### config.mk
export PLATFORM = sky130hd
export DESIGN_NAME = mult_scheduler
export DESIGN_NICKNAME = d
export VERILOG_FILES = /design/src/rtl/mult_sched_pkg.sv /design/src/rtl/mult_scheduler_arb2.sv /design/src/rtl/mult_scheduler.sv
export SDC_FILE = /design/constraint.sdc
export NUM_CORES = 1
export LEC_CHECK = 0
export ABC_AREA = 1
export CELL_PAD_IN_SITES_DETAIL_PLACEMENT = 1
export CELL_PAD_IN_SITES_GLOBAL_PLACEMENT = 1
export CORE_UTILIZATION = 28
export DETAILED_ROUTE_END_ITERATION = 7
export HOLD_SLACK_MARGIN = 0.06
export PLACE_DENSITY_LB_ADDON = 0.15
export SLEW_MARGIN = 40
export SYNTH_ARGS = -nofsm -noshare
export SYNTH_HDL_FRONTEND = slang
export SYNTH_SLANG_ARGS = --single-unit
### constraint.sdc
create_clock -name clk -period 2.2 [get_ports clk]
set_input_delay 0.44 -clock clk [delete_from_list [all_inputs] [get_ports clk]]
set_output_delay 0.44 -clock clk [all_outputs]
set_load 0.005 [all_outputs]
### src/rtl/mult_sched_pkg.sv
// Shared constants and types for the two-requester multiplier scheduler.
package mult_sched_pkg;

  localparam int unsigned WIDTH_DEF = 16;
  localparam int unsigned FRAME_DEF = 32;
  localparam int unsigned CNT_W_DEF = $clog2(FRAME_DEF);

  // Requester index: 0 or 1
  typedef logic [0:0] req_id_t;

  // Operation owned by a multiplier frame
  typedef struct packed {
    logic    valid;
    req_id_t id;
  } owner_t;

  function automatic logic [1:0] id_onehot(input req_id_t id);
    return id[0] ? 2'b10 : 2'b01;
  endfunction

endpackage

### src/rtl/mult_scheduler_arb2.sv
// Two-way arbiter: a lone request always wins; on conflict the requester
// other than ptr (the last one granted) wins.
module arb2
  import mult_sched_pkg::*;
(
  input  logic [1:0] req,
  input  req_id_t    ptr,
  output logic [1:0] grant
);

  // One-hot grant selection
  always_comb begin
    grant = '0;
    case (req)
      2'b01:   grant = 2'b01;
      2'b10:   grant = 2'b10;
      2'b11:   grant = ptr[0] ? 2'b01 : 2'b10;
      default: grant = '0;
    endcase
  end

endmodule

### src/rtl/mult_scheduler.sv
// Time-shares one frame-based multiplier between two requesters.
// Each frame of FRAME cycles computes one product; operands are granted at
// the end of the previous frame and the result is returned at the start of
// the next one. Build option: define MULT_SCHED_ROUNDROBIN_EN for
// round-robin conflict resolution; otherwise req0 has fixed priority.
module mult_scheduler
  import mult_sched_pkg::*;
#(
  parameter int unsigned WIDTH = WIDTH_DEF,
  parameter int unsigned FRAME = FRAME_DEF
) (
  input  logic               clk,
  input  logic               rst_n,
  input  logic               req0,
  input  logic               req1,
  input  logic [WIDTH-1:0]   a0,
  input  logic [WIDTH-1:0]   b0,
  input  logic [WIDTH-1:0]   a1,
  input  logic [WIDTH-1:0]   b1,
  output logic [1:0]         ack,
  output logic [1:0]         done,
  output logic [2*WIDTH-1:0] res,
  output logic [WIDTH-1:0]   mul_a,
  output logic [WIDTH-1:0]   mul_b,
  output logic               mul_sy,
  input  logic [2*WIDTH-1:0] mul_p
);

  localparam int unsigned   CW       = $clog2(FRAME);
  localparam logic [CW-1:0] CNT_LAST = CW'(FRAME - 1);
  localparam logic [CW-1:0] CNT_DEC  = CW'(FRAME - 2);

  logic [CW-1:0]    cnt;
  logic             dec_edge;
  logic             last_edge;
  logic [1:0]       grant;
  req_id_t          ptr;
  req_id_t          gnt_id;
  logic [WIDTH-1:0] sel_a;
  logic [WIDTH-1:0] sel_b;
  owner_t           own_acc;   // op whose operands are being presented
  owner_t           own_cmp;   // op the multiplier is computing this frame

  assign dec_edge  = (cnt == CNT_DEC);
  assign last_edge = (cnt == CNT_LAST);
  assign gnt_id    = grant[1];

  arb2 u_arb (
    .req   ({req1, req0}),
    .ptr   (ptr),
    .grant (grant)
  );

`ifdef MULT_SCHED_ROUNDROBIN_EN
  req_id_t last_id;

  // Remember the most recently granted requester; moves only on a grant
  always_ff @(posedge clk or negedge rst_n) begin
    if (!rst_n) begin
      last_id <= 1'b1;
    end else if (dec_edge && (grant != 2'b00)) begin
      last_id <= gnt_id;
    end
  end

  assign ptr = last_id;
`else
  // Pretending requester 1 was always granted last makes req0 win every tie
  assign ptr = 1'b1;
`endif

  // Operands of the granted requester, zero when the frame is idle
  always_comb begin
    sel_a = '0;
    sel_b = '0;
    if (grant[0]) begin
      sel_a = a0;
      sel_b = b0;
    end else if (grant[1]) begin
      sel_a = a1;
      sel_b = b1;
    end
  end

  // Frame counter; reset to the last count so the first edge opens frame 0
  always_ff @(posedge clk or negedge rst_n) begin
    if (!rst_n) begin
      cnt    <= CNT_LAST;
      mul_sy <= 1'b0;
    end else begin
      cnt    <= last_edge ? '0 : cnt + CW'(1);
      mul_sy <= 1'b1;
    end
  end

  // Decision edge: latch operands, pulse ack, record frame owner
  always_ff @(posedge clk or negedge rst_n) begin
    if (!rst_n) begin
      mul_a   <= '0;
      mul_b   <= '0;
      ack     <= '0;
      own_acc <= '0;
    end else begin
      ack <= '0;
      if (dec_edge) begin
        mul_a         <= sel_a;
        mul_b         <= sel_b;
        ack           <= grant;
        own_acc.valid <= (grant != 2'b00);
        own_acc.id    <= gnt_id;
      end
    end
  end

  // Frame boundary: retire the computing op and advance the owner pipeline
  always_ff @(posedge clk or negedge rst_n) begin
    if (!rst_n) begin
      own_cmp <= '0;
      res     <= '0;
      done    <= '0;
    end else begin
      done <= '0;
      if (last_edge) begin
        own_cmp <= own_acc;
        if (own_cmp.valid) begin
          res  <= mul_p;
          done <= id_onehot(own_cmp.id);
        end
      end
    end
  end

endmodule

# == Yosys cells after proc, flatten, opt, wreduce, memory -nomap -nowiden ==
# Index checks and enable logic that the tools add are counted.
# W data, S select, Z words.
# totals
inputBits,100
wordCells,30
regBits,78
# classes
eq_ne,5
muxes,10
n_reduce_logical,3
addsub,1
# ops
operator,count
$mux W16,4
$eq A5 B5 Y1 const B,2
$mux W2,4
$add A5 B1 Y5 const B,1
$mux W5,1
$eq A2 B2 Y1 const B,2
$pmux W2 S2,1
$eq A2 B1 Y1 const B,1
$reduce_and A2 Y1,1
$reduce_bool A2 Y1,1
$reduce_or A2 Y1,1

# == Depth between registers and ports, before layout ==
# Gate-level depths: netlist (run 1).
# logic_depth
ltp_word,5
ltp_mapped,8

# == Hierarchy ==
# A second synthesis (run 1) with hierarchy kept.
# unflattened
hier_cells,442
area_unflattened_um2,3524.6
# modules_own_cells
mod,seq_area_each_um2,instances,area_each_um2,cells_per_inst
mult_scheduler,1958.1,1,3503.4,437
arb2,0.0,1,21.3,5

# == Least setup slack after synthesis (run 1) ==
# No wires, ideal clock.
# synth_path
path_type,register to register
start,register cnt[0]
end,register res[10]
arrival_time_ns,1.521
stages_incl_launch_ff,9
path_buffers,2
setup_slack_ns,0.613
setup_ns,0.066
t_required_ns,2.134
path_cell_list,dfstp_2 ha_1 nand2_1 nor2_1 ha_1 buf_2 buf_2 nand3_1 nand2_1
# synth_via
elab_chain_cells,2
# synth_lines
item,line_no,source
start: declaration,mult_scheduler.sv:33,logic [CW-1:0] cnt;
start signal: assignment,mult_scheduler.sv:91,cnt <= last_edge ? '0 : cnt + CW'(1);
$eq A5 B5 Y1,mult_scheduler.sv:45,assign last_edge = (cnt == CNT_LAST);
$reduce_and A2 Y1 (no line),n/a,
end signal: assignment,mult_scheduler.sv:126,res <= mul_p;
end: declaration,mult_scheduler.sv:22,"output logic [2*WIDTH-1:0] res,"
# Every way passes these cells.
# A chain may end at the register's enable or synchronous reset.

# == Worst setup path after layout (run 1) ==
# layout_path
start,register cnt[0]
end,register res[18]
# The elaborated chain is that of the path after synthesis.

==> flow_metrics.py, run 1 <==
metrics = {
    "cts": {
        "cts_setup_buffers": 0,
        "cts_resized": 0,
        "cts_tree": "done",
        "cts_buffers": 9,
        "cts_max_level": 3,
        "cts.hold.buffers_added": 0,
        "cts-root-buf": "clkbuf_16",
        "cts_buffer_depth": 2,
        "clock_latency_ns": 0.33,
        "clk_pin_slew_ns": 0.06,
        "clock-sinks": 78,
    },
    "timing": {
        "grt_setup_unrepaired": "false",
        "skew_ns": 0.00584,
        "hold_violations": 0,
        "relSlewSlack": 0.590,
        "drv_slew": 0,
        "fin_crit_ns": 1.74,
        "setup_ws_ns": 0.459,
        "fmaxAchievable_mhz": 574,
        "fin_tns_setup_ns": 0,
        "setup_viol_count_final": 0,
        "worst_pin_slew_ns": 0.615,
        "min_period_over_period": 0.791,
    },
    "setup_path": {
        "slowest_delay_ns": 0.56,
        "cp.required_ns": 2.42,
        "start_kind": "flip-flop",
        "critPathKind": "reg -> reg",
        "worstPathMaxFanout": 18,
        "crit_top_cell": "nand2_1",
        "cp-end-kind": "flip-flop",
        "arrival_ns": 1.96,
        "crit_buf_inv": 1,
        "critPathTopFamily": "flip-flops",
        "cp_slowest_cell": "dfstp_2",
        "cp_cell_sequence": "ha_1, nand2_1, nor2_1, ha_1, nand2_1, buf_4, nand2_1, nand2_1",
    },
    "finish": {
        "drive_above_1_share": 0.0594,
        "seqCellArea_sq_um": 1960,
        "final_common_cell": "nand2_1",
        "fill_cells": 1476,
        "final_cells": 774,
        "final_util": 0.468,
        "diodes": 0,
        "syn_to_final_growth_pct": 61.5,
        "nets": 705,
        "layout_common_cells": "237 x nand2_1, 167 x clkdlybuf4s50_1, 73 x dfrtp_1, 65 x nand3_1, 10 x buf_4",
        "multi_input_area_sq_um": 1360,
        "fin_area_sq_um": 5670,
    },
    "place": {
        "dp_cells": 758,
        "post-place-ws_ns": 0.375,
        "dp_hpwl_microns": 7840,
        "place_area_sq_um": 5350,
        "gp_congestion": 0.704,
        "io_buffers": 168,
    },
    "yosys": {
        "syn_nets": 543,
        "synth.avg_cell_area_sq_um": 7.99,
        "synthXorXnorAreaFrac": 0,
        "synthMuxAreaShare": 0,
        "synthSimpleGateAreaFrac": 0.366,
        "synth_compound_area_frac": 0.00571,
        "synth_cells": 439,
        "mappedNetlistArea_sq_um": 3510,
        "ys_ff_latch": 78,
        "synth_cell_type_count": 18,
        "ys_seq_area_frac": 0.558,
        "ys_warn_count": 0,
        "synth_top_family_by_area": "simple AND/OR/NAND/NOR gates",
        "synthAdderAreaFrac": 0.0143,
    },
    "grt": {
        "grt.busiest_layer": "met2",
        "use_met3": 0.0553,
        "grt_pass1_wl_microns": 17700,
        "grt_overflow": 0,
        "grt_start_max_net_pins": 43,
        "grt_use_met1": 0.212,
        "grtUsageTotal": 0.174,
        "grt_pass1_vias": 3563,
        "globalRouteMet2Util": 0.288,
        "antenna_found_initial": 0,
    },
    "route": {
        "wl_per_cell_microns": 14.0,
        "wirelength_microns": 10800,
        "first_iter_violations": 161,
        "vias_per_cell": 4.46,
        "drc_errors": 0,
        "ant_nets": 0,
        "vias": 3453,
        "dr.pass1.iters": 4,
    },
    "floorplan": {
        "die_area_sq_um": 13000,
        "fp-row-count": 40,
        "fp.dieH_microns": 114,
        "core-area_sq_um": 12100,
        "io_pins": 169,
        "die_w_microns": 114,
        "initial_core_util": 0.290,
    },
    "job": {
        "drv_cap": 0,
    },
    "pwr": {
        "peakVddDrop_mv": 0.387,
        "p_leak_nw": 2.66,
        "powerDensity_nw_per_um2": 624,
    },
    "run_status": {
        "run_status": "completed",
    },
    "hold_path": {
        "min_path_type": "in -> async",
    },
}
## worst reg2reg max path: cells and delay by family, from the launching register on
| family | cells | cell delay [ns] |
|---|---|---|
| flops | 1 | 0.56 |
| simple gates | 5 | 0.42 |
| fa+ha+maj | 2 | 0.41 |
| buf+inv | 1 | 0.24 |
## cell usage after synthesis (all sizes together)
| cell | n | area (sq um) |
|---|---|---|
| nand3 | 65 | 325 |
| nand2 | 239 | 902 |
| clkbuf | 3 | 11.3 |
| dfrtp | 73 | 1830 |
| o21ai | 3 | 15.0 |
| nand4 | 1 | 12.5 |
| ha | 4 | 50.1 |
| nor2 | 7 | 33.8 |
| conb | 1 | 3.75 |
| dfstp | 5 | 131 |
| nor3 | 2 | 10.0 |
| inv | 10 | 37.5 |
| buf | 25 | 144 |
| a21oi | 1 | 5.00 |
## layer usage
layer	part of all wire	vias up
met3	0.082	14
met5	0	-
met2	0.48	114
met4	0.015	0
li1	-	1686
met1	0.42	1639
## registers in the layout, summed over array words and instances, names as in the netlist
signal and count:
res 32, mul_sy 1, own_acc 2, ack 2, done 2, own_cmp 2
cnt 5, mul_a 16, mul_b 16
## area by class of cell
cell class	count	area share
multi-input cells	323	0.240
well taps	168	0.0371
clock buffers	12	0.0435
repair buffers	179	0.315
clock inverters	4	0.0124
inverters	10	0.00662
flip-flops and latches	78	0.346
## kinds of logic after synthesis
kind of cell | after synthesis
buffers and inverters | 38
adders and majority gates | 4
DFF | 78
other | 1
and+or+nand+nor | 314
AOI/OAI and AO/OA | 4
## stage by stage
stage / total power [W] / hold slack (ns)
finish: 0.00354 / 0.102
global route: 0.00371 / 0.148
CTS: 0.00361 / 0.123
detailed placement: 0.00199 / 0.426
global placement: 0.00198 / 0.420
floorplan: 0.00165 / 0.144
## power by group
group	internal (W)	switching [W]	leakage, nW
logic	0.000275	0.000168	1.66
clock network	0.00102	0.000558	0.157
registers	0.00148	0.0000315	0.844
## final timing paths
path                             from   endpoint  slack (ns)  depth (start not counted)
min in group clk           own_cmp[0]    done[0]        0.43                          1
setup / recovery               cnt[0]    res[18]        0.46                          8
hold / removal                  rst_n    res[19]        0.10                          1
max in group asynchronous       rst_n  mul_b[12]        1.51                          2
setup reg to reg               cnt[0]    res[18]        0.46                          8
hold reg to reg            own_cmp[0]    done[0]        0.43                          1
(Power assumes the default switching activity.)
==> inputs of run 2 (changes only) <==
==> constraint.sdc (replaced) <==
create_clock -name clk -period 1.8 [get_ports clk]
set_input_delay 0.36 -clock clk [delete_from_list [all_inputs] [get_ports clk]]
set_output_delay 0.36 -clock clk [all_outputs]
set_load 0.005 [all_outputs]
==> flow_metrics.py, run 2 (synthesis results as in run 1) <==
metrics = {
    "floorplan": {
        "initial_core_util": 0.290,
        "fp-row-count": 40,
        "die_w_microns": 114,
        "core-area_sq_um": 12100,
        "fp.dieH_microns": 114,
        "die_area_sq_um": 13000,
        "io_pins": 169,
    },
    "cts": {
        "cts_max_level": 3,
        "cts_tree": "done",
        "cts-root-buf": "clkbuf_16",
        "cts_buffers": 9,
        "cts_buffer_depth": 2,
        "clock-sinks": 78,
        "clock_latency_ns": 0.33,
        "clk_pin_slew_ns": 0.05,
    },
    "timing": {
        "grt_setup_unrepaired": "true",
        "setup_ws_ns": 0.125,
        "hold_violations": 0,
        "fmaxAchievable_mhz": 597,
        "drv_slew": 0,
        "fin_crit_ns": 1.68,
        "min_period_over_period": 0.931,
        "setup_viol_count_final": 0,
        "skew_ns": 0.00512,
    },
    "place": {
        "dp_hpwl_microns": 8120,
        "post-place-ws_ns": 0.0442,
        "dp_cells": 763,
        "gp_congestion": 0.742,
        "io_buffers": 168,
    },
    "setup_path": {
        "arrival_ns": 1.94,
        "crit_top_cell": "nand2_1",
        "r2r_cells": 7,
        "critPathKind": "reg -> reg",
        "path_depth": 7,
        "crit_buf_inv": 1,
        "cp_cell_sequence": "ha_1, nand2_1, nor2_2, ha_2, buf_4, nand3_1, nand2_1",
        "worstReg2RegEnd": "res[30]",
        "start_kind": "flip-flop",
        "crit-reg2reg-launch": "cnt[0]",
        "cp_slowest_cell": "dfstp_2",
        "critPathLaunch": "cnt[0]",
        "worstPathMaxFanout": 18,
        "ff2ff_setup_slack_ns": 0.12,
        "critPathTopFamily": "flip-flops",
        "cp.required_ns": 2.06,
        "cp-endpoint": "res[30]",
        "cp-end-kind": "flip-flop",
        "slowest_delay_ns": 0.55,
    },
    "finish": {
        "fill_cells": 1461,
        "reg.largest.list": "res: 32 flops, mul_a: 16 flops, mul_b: 16 flops",
        "final_cells": 780,
        "nets": 711,
        "diodes": 0,
        "largest_reg_flops": 32,
        "drive_above_1_share": 0.0719,
        "syn_to_final_growth_pct": 62.9,
        "layout_common_cells": "237 x nand2_1, 167 x clkdlybuf4s50_1, 73 x dfrtp_1, 65 x nand3_1, 14 x buf_4",
        "final_common_cell": "nand2_1",
        "largest_register": "res",
    },
    "pwr": {
        "peakVddDrop_mv": 0.374,
        "internal_power_w": 0.00330,
        "p_sw_frac": 0.218,
        "p_seq_frac": 0.437,
        "p_leak_nw": 2.69,
        "powerDensity_nw_per_um2": 738,
        "power_frac_clock": 0.431,
        "pwr-share-comb": 0.132,
        "power.switching_w": 0.000921,
    },
    "grt": {
        "globalRouteMet2Util": 0.289,
        "grt_overflow": 0,
        "use_met3": 0.0521,
        "grt_start_max_net_pins": 34,
        "grtUsageTotal": 0.175,
        "grt_pass1_vias": 3651,
        "grt_pass1_wl_microns": 17600,
        "antenna_found_initial": 0,
        "grt.busiest_layer": "met2",
        "grt_use_met1": 0.213,
    },
    "job": {
        "drv_cap": 0,
    },
    "route": {
        "drc_errors": 0,
        "ant_nets": 0,
        "wirelength_microns": 10700,
        "first_iter_violations": 127,
        "wl_per_cell_microns": 13.8,
        "vias": 3466,
        "vias_per_cell": 4.44,
        "dr.pass1.iters": 4,
    },
    "hold_path": {
        "min_path_type": "reg -> reg",
    },
    "run_status": {
        "run_status": "completed",
    },
}
[run 2: layer usage]
metal	wire [microns]	part of all wire
met1	4780	0.44
met2	5030	0.47
met3	788	0.073
met4	153	0.014
met5	0	0
[run 2: layout make-up]
class	count	area, sq um	share of cell area
Inverter	10	37.5	0.00657
Timing Repair Buffer	185	1850	0.323
Clock inverter	4	45.0	0.00788
Multi-Input combinational cell	323	1360	0.238
Sequential cell	78	1960	0.343
Tap cell	168	210	0.0368
Clock buffer	12	256	0.0449
[run 2: how the worst min path moves through the flow]
| stage | start | endpoint | slack [ns] | cells past startpoint |
|---|---|---|---|---|
| floorplan | rst_n | ack[0] | 0.06 | 0 |
| global placement | rst_n | res[20] | 0.32 | 1 |
| detailed placement | rst_n | res[20] | 0.32 | 1 |
| CTS | own_cmp[0] | done[0] | 0.44 | 1 |
| global route | own_cmp[0] | done[0] | 0.44 | 1 |
| finish | own_cmp[0] | done[0] | 0.43 | 1 |
[run 2: power groups by stage]
stage / combinational, W / sequential (W) / clock [W]
2_1_floorplan: 0.000140 / 0.00188 / 0
6_report: 0.000557 / 0.00185 / 0.00182
5_1_grt: 0.000618 / 0.00185 / 0.00197
4_1_cts: 0.000570 / 0.00185 / 0.00189
3_3_place_gp: 0.000559 / 0.00187 / 0
3_5_place_dp: 0.000564 / 0.00188 / 0
[run 2: repair_timing]
| action | in CTS | in global routing |
|---|---|---|
| hold buffers | 1 | 0 |
| hold endpoints to repair | 20 | 0 |
| endpoints found under the setup margin | 0 | 33 |
| setup buffers | 0 | 0 |
| gates resized for setup | 0 | 2 |
[run 2: metrics by stage]
step / cell area (sq um) / hold WS, ns / setup TNS, ns / utilization / total power (W)
after floorplan: 3510 / 0.0644 / 0 / - / 0.00202
after global placement: 5400 / 0.316 / 0 / 0.446 / 0.00243
after detailed placement: 5400 / 0.323 / 0 / 0.446 / 0.00244
after CTS: 5710 / 0.436 / 0 / 0.472 / 0.00431
after global routing: 5720 / 0.442 / -0.00599 / 0.472 / 0.00444
final: 5720 / 0.428 / 0 / 0.472 / 0.00422
[run 2: worst register-to-register path: cells and delay by family, from the launching register on]
kind	cells	cell delay [ns]
and+or+nand+nor	4	0.40
adders and majority gates	2	0.42
DFF	1	0.55
buffers and inverters	1	0.24
